## src/rtl/signal_gen_ctrl_pkg.sv

```systemverilog
// Shared definitions for the square-wave / PWM generator: FSM state encoding and default widths.
// The measurement block uses the same CNT_W, so high/low times compare directly between the two.
package signal_gen_ctrl_pkg;

    localparam int DEF_CNT_W   = 20;
    localparam int DEF_BURST_W = 16;

    typedef enum logic [1:0] {
        S_IDLE = 2'd0,
        S_HIGH = 2'd1,
        S_LOW  = 2'd2
    } state_t;

endpackage

```

## src/rtl/signal_gen_ctrl_phase_down_counter.sv

```systemverilog
// Loadable down-counter that times one phase; it is reloaded with (length-1) on each phase change.
// The zero flag marks the last clk of the phase, and the counter holds at zero once it gets there.
module phase_down_counter
    import signal_gen_ctrl_pkg::*;
#(
    parameter int CNT_W = DEF_CNT_W
) (
    input  logic             clk,
    input  logic             rst,
    input  logic             load,
    input  logic [CNT_W-1:0] load_val,
    output logic             zero
);

    logic [CNT_W-1:0] cnt;

    // NOTE: sequential state uses non-blocking assignments so every flop samples pre-edge values.
    always_ff @(posedge clk) begin
        if (rst) begin
            cnt <= '0;
        end else if (load) begin
            cnt <= load_val;
        end else if (cnt != '0) begin
            cnt <= cnt - 1'b1;
        end
    end

    assign zero = (cnt == '0);

endmodule

```

## src/rtl/signal_gen_ctrl.sv

```systemverilog
// Programmable square-wave / PWM generator: Th clks high, Tl clks low, continuous or N-period burst.
// New settings are staged and only take effect at a period boundary, so no runt pulse is produced.
module signal_gen_ctrl
    import signal_gen_ctrl_pkg::*;
#(
    parameter int CLK_FREQ = 50_000_000,
    parameter int CNT_W    = DEF_CNT_W,
    parameter int BURST_W  = DEF_BURST_W
) (
    input  logic               clk,
    input  logic               rst,
    input  logic               start,
    input  logic               stop,
    input  logic               cfg_load,
    input  logic [CNT_W-1:0]   high_time,
    input  logic [CNT_W-1:0]   low_time,
    input  logic [BURST_W-1:0] burst_len,
    output logic               sig_out,
    output logic               busy,
    output logic               period_done,
    output logic               finish,
    output logic [BURST_W-1:0] period_cnt
);

    // CLK_FREQ only documents the output frequency, CLK_FREQ / (Th + Tl).
    if (CLK_FREQ <= 0) begin : g_bad_clk_freq
    end

    state_t             state, next_state, first_state;
    logic               sig_q, pending;
    logic [CNT_W-1:0]   act_th, act_tl, stg_th, stg_tl, eff_th, eff_tl;
    logic [CNT_W-1:0]   first_val, load_val;
    logic [CNT_W:0]     eff_period;
    logic [BURST_W-1:0] act_bl, stg_bl, eff_bl, cnt_inc;
    logic               cnt_load, cnt_zero, start_go, apply_cfg, period_end, burst_done;

    // The config a new period starts with: staged values win when an update is pending.
    assign eff_th     = pending ? stg_th : act_th;
    assign eff_tl     = pending ? stg_tl : act_tl;
    assign eff_bl     = pending ? stg_bl : act_bl;
    assign eff_period = {1'b0, eff_th} + {1'b0, eff_tl};
    assign cnt_inc    = (&period_cnt) ? period_cnt : period_cnt + 1'b1;
    assign burst_done = (eff_bl != '0) && (cnt_inc >= eff_bl);

    always_comb begin : first_phase
        first_state = S_IDLE;
        first_val   = '0;
        if (eff_th != '0) begin
            first_state = S_HIGH;
            first_val   = eff_th - 1'b1;
        end else if (eff_tl != '0) begin
            first_state = S_LOW;
            first_val   = eff_tl - 1'b1;
        end
    end

    // NOTE: every output of this block gets a default first, so no path can infer a latch.
    always_comb begin : fsm_next
        next_state = state;
        cnt_load   = 1'b0;
        load_val   = '0;
        start_go   = 1'b0;
        apply_cfg  = 1'b0;
        period_end = 1'b0;
        case (state)
            S_IDLE: begin
                apply_cfg = pending;
                if (start && !stop && (eff_period != '0)) begin
                    start_go   = 1'b1;
                    next_state = first_state;
                    cnt_load   = 1'b1;
                    load_val   = first_val;
                end
            end
            S_HIGH: begin
                if (stop) begin
                    next_state = S_IDLE;
                end else if (cnt_zero) begin
                    if (act_tl != '0) begin
                        next_state = S_LOW;
                        cnt_load   = 1'b1;
                        load_val   = act_tl - 1'b1;
                    end else begin
                        period_end = 1'b1;
                    end
                end
            end
            S_LOW: begin
                if (stop) begin
                    next_state = S_IDLE;
                end else if (cnt_zero) begin
                    period_end = 1'b1;
                end
            end
            default: next_state = S_IDLE;
        endcase

        // Period boundary: pick up any staged config, then finish the burst or start the next period.
        if (period_end) begin
            apply_cfg = pending;
            if (burst_done) begin
                next_state = S_IDLE;
            end else begin
                next_state = first_state;
                cnt_load   = 1'b1;
                load_val   = first_val;
            end
        end
    end

    // NOTE: only control and config registers are reset; there is no memory array to clear here.
    always_ff @(posedge clk) begin
        if (rst) begin
            state      <= S_IDLE;
            sig_q      <= 1'b0;
            period_cnt <= '0;
            act_th     <= '0;
            act_tl     <= '0;
            act_bl     <= '0;
            stg_th     <= '0;
            stg_tl     <= '0;
            stg_bl     <= '0;
            pending    <= 1'b0;
        end else begin
            state <= next_state;
            sig_q <= (next_state == S_HIGH);
            if (start_go) begin
                period_cnt <= '0;
            end else if (period_end) begin
                period_cnt <= cnt_inc;
            end
            if (apply_cfg) begin
                act_th  <= stg_th;
                act_tl  <= stg_tl;
                act_bl  <= stg_bl;
                pending <= 1'b0;
            end
            // A load landing on the same edge as an apply stays pending for the next boundary.
            if (cfg_load) begin
                stg_th  <= high_time;
                stg_tl  <= low_time;
                stg_bl  <= burst_len;
                pending <= 1'b1;
            end
        end
    end

    phase_down_counter #(
        .CNT_W (CNT_W)
    ) u_phase_counter (
        .clk      (clk),
        .rst      (rst),
        .load     (cnt_load),
        .load_val (load_val),
        .zero     (cnt_zero)
    );

    assign sig_out     = sig_q;
    assign busy        = (state != S_IDLE);
    assign period_done = period_end;
    assign finish      = period_end && burst_done;

endmodule

```

## config.mk

```make
export PLATFORM = sky130hd
export DESIGN_NAME = signal_gen_ctrl
export DESIGN_NICKNAME = d
export VERILOG_FILES = /design/src/rtl/signal_gen_ctrl_pkg.sv /design/src/rtl/signal_gen_ctrl_phase_down_counter.sv /design/src/rtl/signal_gen_ctrl.sv
export SDC_FILE = /design/constraint.sdc
export NUM_CORES = 1
export LEC_CHECK = 0
export ABC_AREA = 1
export BUFFER_PORTS_ARGS = -buffer_cell sky130_fd_sc_hd__buf_2
export CAP_MARGIN = 25
export CORE_MARGIN = 2
export CORE_UTILIZATION = 54
export CTS_BUF_LIST = sky130_fd_sc_hd__clkbuf_8
export DETAILED_ROUTE_END_ITERATION = 16
export PLACE_DENSITY_LB_ADDON = 0.05
export SLEW_MARGIN = 10
export SYNTH_ARGS = -nofsm -noshare
export SYNTH_HDL_FRONTEND = slang
export SYNTH_SLANG_ARGS = --single-unit
```

## constraint.sdc

```tcl
create_clock -name clk -period 4.5 [get_ports clk]
set_input_delay 0.45 -clock clk [delete_from_list [all_inputs] [get_ports clk]]
set_output_delay 0.45 -clock clk [all_outputs]
set_load 0.01 [all_outputs]
```

==> impl_metrics.ini <==
[floorplanning]
io-pin-count = 81
floorplan.die_area_um2 = 21300
core_region_area_um2 = 19600
die-height_um = 146
initial_core_util_pct = 55.6
fp.dieW_um = 146
number_of_standard_cell_rows_in_the_floorplan = 51

[layout]
synthToLayoutAreaGrowth_pct = 8.80
post_route_cells_drive_above_1_share_pct = 12.9
layout_commonest_cell = nand2_1
layout.cells.non_filler = 2020
n_fill_cell = 2014
antenna_cells = 0
final-seq-area_um2 = 3050
multi_input_area_um2 = 6660
stdcell_area_um2 = 11800
design.final.nets = 1852
commonest_non_fill_non_tap_cells_in_the_layout = 359 x nand2_1, 220 x nor2_1, 199 x inv_1

[drt]
detail-route-antenna-nets = 0
drt_first_iter_violations = 868
num_vias = 10900
post_drt_wl_per_cell_um = 15.7
drc_errors = 0
post_drt_via_cell_ratio = 5.39
dr.pass1.iters = 5
detail_route.wirelength_um = 31600

[pwr]
power.share.sequential_pct = 36.5
power.switching_fraction_pct = 40.5
power.density_nw_per_um2 = 373
pwr-share-clk_pct = 26.6
static_power_due_to_leakage_nw = 5.57
power.share.combinational_pct = 36.9
net-switching-power_mw = 1.79
p_int_mw = 2.63
ir_worst_vdd_v = 0.000257

[clocking]
tritoncts = done
clkSinkCount = 152
clock_insertion_delay_worst_skew_ns = 0.46
clk_transition_reported_paths_ns = 0.10
root_buffer = clkbuf_8
clockBufferDepth = 2
cts_hold_buf = 0
tritoncts.num_buffers = 17
ctsHtreeMaxLevel = 4

[sta]
worstMarginPinSlew_ns = 0.763
final-hold-violation-count = 0
finalSetupViolCount = 0
timing.max_slew.rel_slack_pct = 49.2
unrepaired_setup_endpoints_after_global_routing = no
finalWorstPathRequiredPeriod_ns = 4.09
period_utilisation_layout_pct = 91.0
clock.fmax_ghz = 0.244
clock_skew_ns = 0.0182
totalNegativeSetupSlack_ns = 0
number_of_slew_limit_violations_in_the_final_report = 0

[place]
gp_routability_congestion = 0.998
dp_hpwl_um = 24700
placement.cell_area_um2 = 11400
io_buffers = 80
numPlacedInstances = 1988

[global_routing]
overflow = 0
gr-usage-all-layers_pct = 29.2
grt_start_max_net_pins = 62
first_global_vias = 9714
grt_antenna_before_repair = 0
grt_pass1_wl_um = 50400

[worst_setup_path]
timing.critical_path.slowest_cell_delay_ns = 0.50
ff2ff_setup_slack_ns = 0.41
end_kind = flip-flop
crit_buf_inv = 4
worstPathArrival_ns = 4.45
critPathKind = flip-flop to flip-flop
path_cells = inv_4 > or2_1 > o21ai_1 > inv_1 > ha_1 > fa_1 > nand2_1 > nand2_1 > nand3_1 > nand2_1 > nand2_1 > nand2_1 > nand2_1 > inv_1 > o21bai_1 > nand2_1 > nor2_1 > nand2_1 > nand3_4 > clkinv_1 > nand2_1 > o21ai_1 > a21oi_1 > nor2_1
worstPathRequired_ns = 4.85
worst-r2r-cell-count = 24
path_common_cell = nand2_1
crit_path_top_delay_cell = dfxtp_4
timing.critical_path.depth = 24
critPathLaunchType = flip-flop
crit_family = simple AND/OR/NAND/NOR gates
worst-path-max-fanout = 30

[synthesis]
ys.warnings.count = 0
synth.ff_latch_count = 152
ys_types = 56
seq_area_frac_synth_pct = 28.0
synth_instances = 1686
synth_area_per_cell_um2 = 6.45
synthesis.nets = 1796
syn_area_um2 = 10900

[flow_run]
cap_viol_max_count = 0

[run_status]
outcome = finished, final reports clean

[worst_hold_path]
holdCritPathClass = primary input to flip-flop
min_path_cells = 3
-- cells in the mapped netlist (all sizes together) --
cell type    n  area share (%)
xnor2       14             1.1
nand4       24             1.4
nor3        30             1.6
o31ai        1           0.069
a21o         1           0.069
mux2i        4            0.37
o21a         6            0.43
dfxtp      152              28
nand3b       3            0.21
xor2        45             3.6
o2111ai      2            0.16
nand3       91             4.8
buf         31             2.5
o211ai       4            0.28
and3         1           0.058
nor4        14             1.1
o21bai       2            0.14
a41oi        1           0.080
nor2       232             8.4
clkbuf      31             1.1
a31oi        3            0.17
fa           1            0.18
nand2      371              13
o22ai       17             1.2
clkinv       2           0.080
ha          48             5.5
nor4b        1            0.14
inv        211             7.3
nor3b        1           0.069
a21oi      135             6.2
or2         16            0.92
o21ai      191             9.7
-- logic make-up after synthesis --
| group | synth area share, % |
|---|---|
| AOI/OAI and AO/OA | 18.5 |
| xor gates and xnor gates | 4.75 |
| adders and majority gates | 5.70 |
| buffers and inverters | 11.0 |
| DFF | 28.0 |
| muxes | 0.368 |
| and+or+nand+nor | 31.7 |
-- path summary, 6_finish.rpt --
kind / startpoint / endpoint
max reg2reg: pending$_SDFFE_PP0P_ / u_phase_counter.cnt[16]$_SDFFE_PP0P_
min reg2reg: act_bl[14]$_SDFFE_PP0P_ / act_bl[14]$_SDFFE_PP0P_
max: pending$_SDFFE_PP0P_ / u_phase_counter.cnt[16]$_SDFFE_PP0P_
min: high_time[13] / stg_th[13]$_SDFFE_PP0P_
-- power by group through the flow --
stage          sequential (mW)  clock (mW)  combinational [mW]
2_1_floorplan             1.60           0                1.23
4_1_cts                   1.61        1.19                1.61
3_5_place_dp              1.64           0                1.59
3_3_place_gp              1.64           0                1.59
5_1_grt                   1.63        1.24                1.82
6_report                  1.61        1.17                1.63
-- what timing repair did --
item                       in CTS  in global routing
hold endpoints to repair        0                  0
buffers inserted                0                  0
setup endpoints to repair       0                 17
gates resized for setup         0                  4
-- final cells by class --
class	instances	share of cell area, %
multi-input combinational	1259	56.2
sequential	152	25.7
inverter	213	6.81
timing repair buffer	99	4.69
tap	265	2.80
clock buffer	17	1.98
clock inverter	15	1.76
-- routing by layer --
layer	vias up	GRT usage, %	part of all wire [%]
met5	-	0	0
met4	0	5.64	1.4
met3	33	3.67	5.3
met2	306	46.3	45
met1	4930	42.6	49
li1	5614	-	-
-- state kept, by name (all words and copies together), names as in the netlist --
name and flops:
state 2, stg_th 20, act_tl 20, u_phase_counter.cnt 20
period_cnt 16, act_th 20, stg_tl 20, act_bl 16
sig_out 1, stg_bl 16, pending 1
-- per-stage QoR --
stage	power (mW)	utilization [%]	setup slack, ns	hold slack (ns)
after global placement	3.23	58.0	0.361	0.438
after detailed placement	3.23	58.1	0.272	0.441
after global routing	4.70	60.4	0.0367	0.200
after CTS	4.41	60.4	0.266	0.195
final	4.41	60.4	0.407	0.202
after floorplan	2.83	-	1.13	0.425
-- tightest hold or removal path, stage by stage --
cell and delay [ns]:
buf_2 0.07, nor2_1 0.03, nor2_1 0.08
Power figures use the tool's default switching activity.
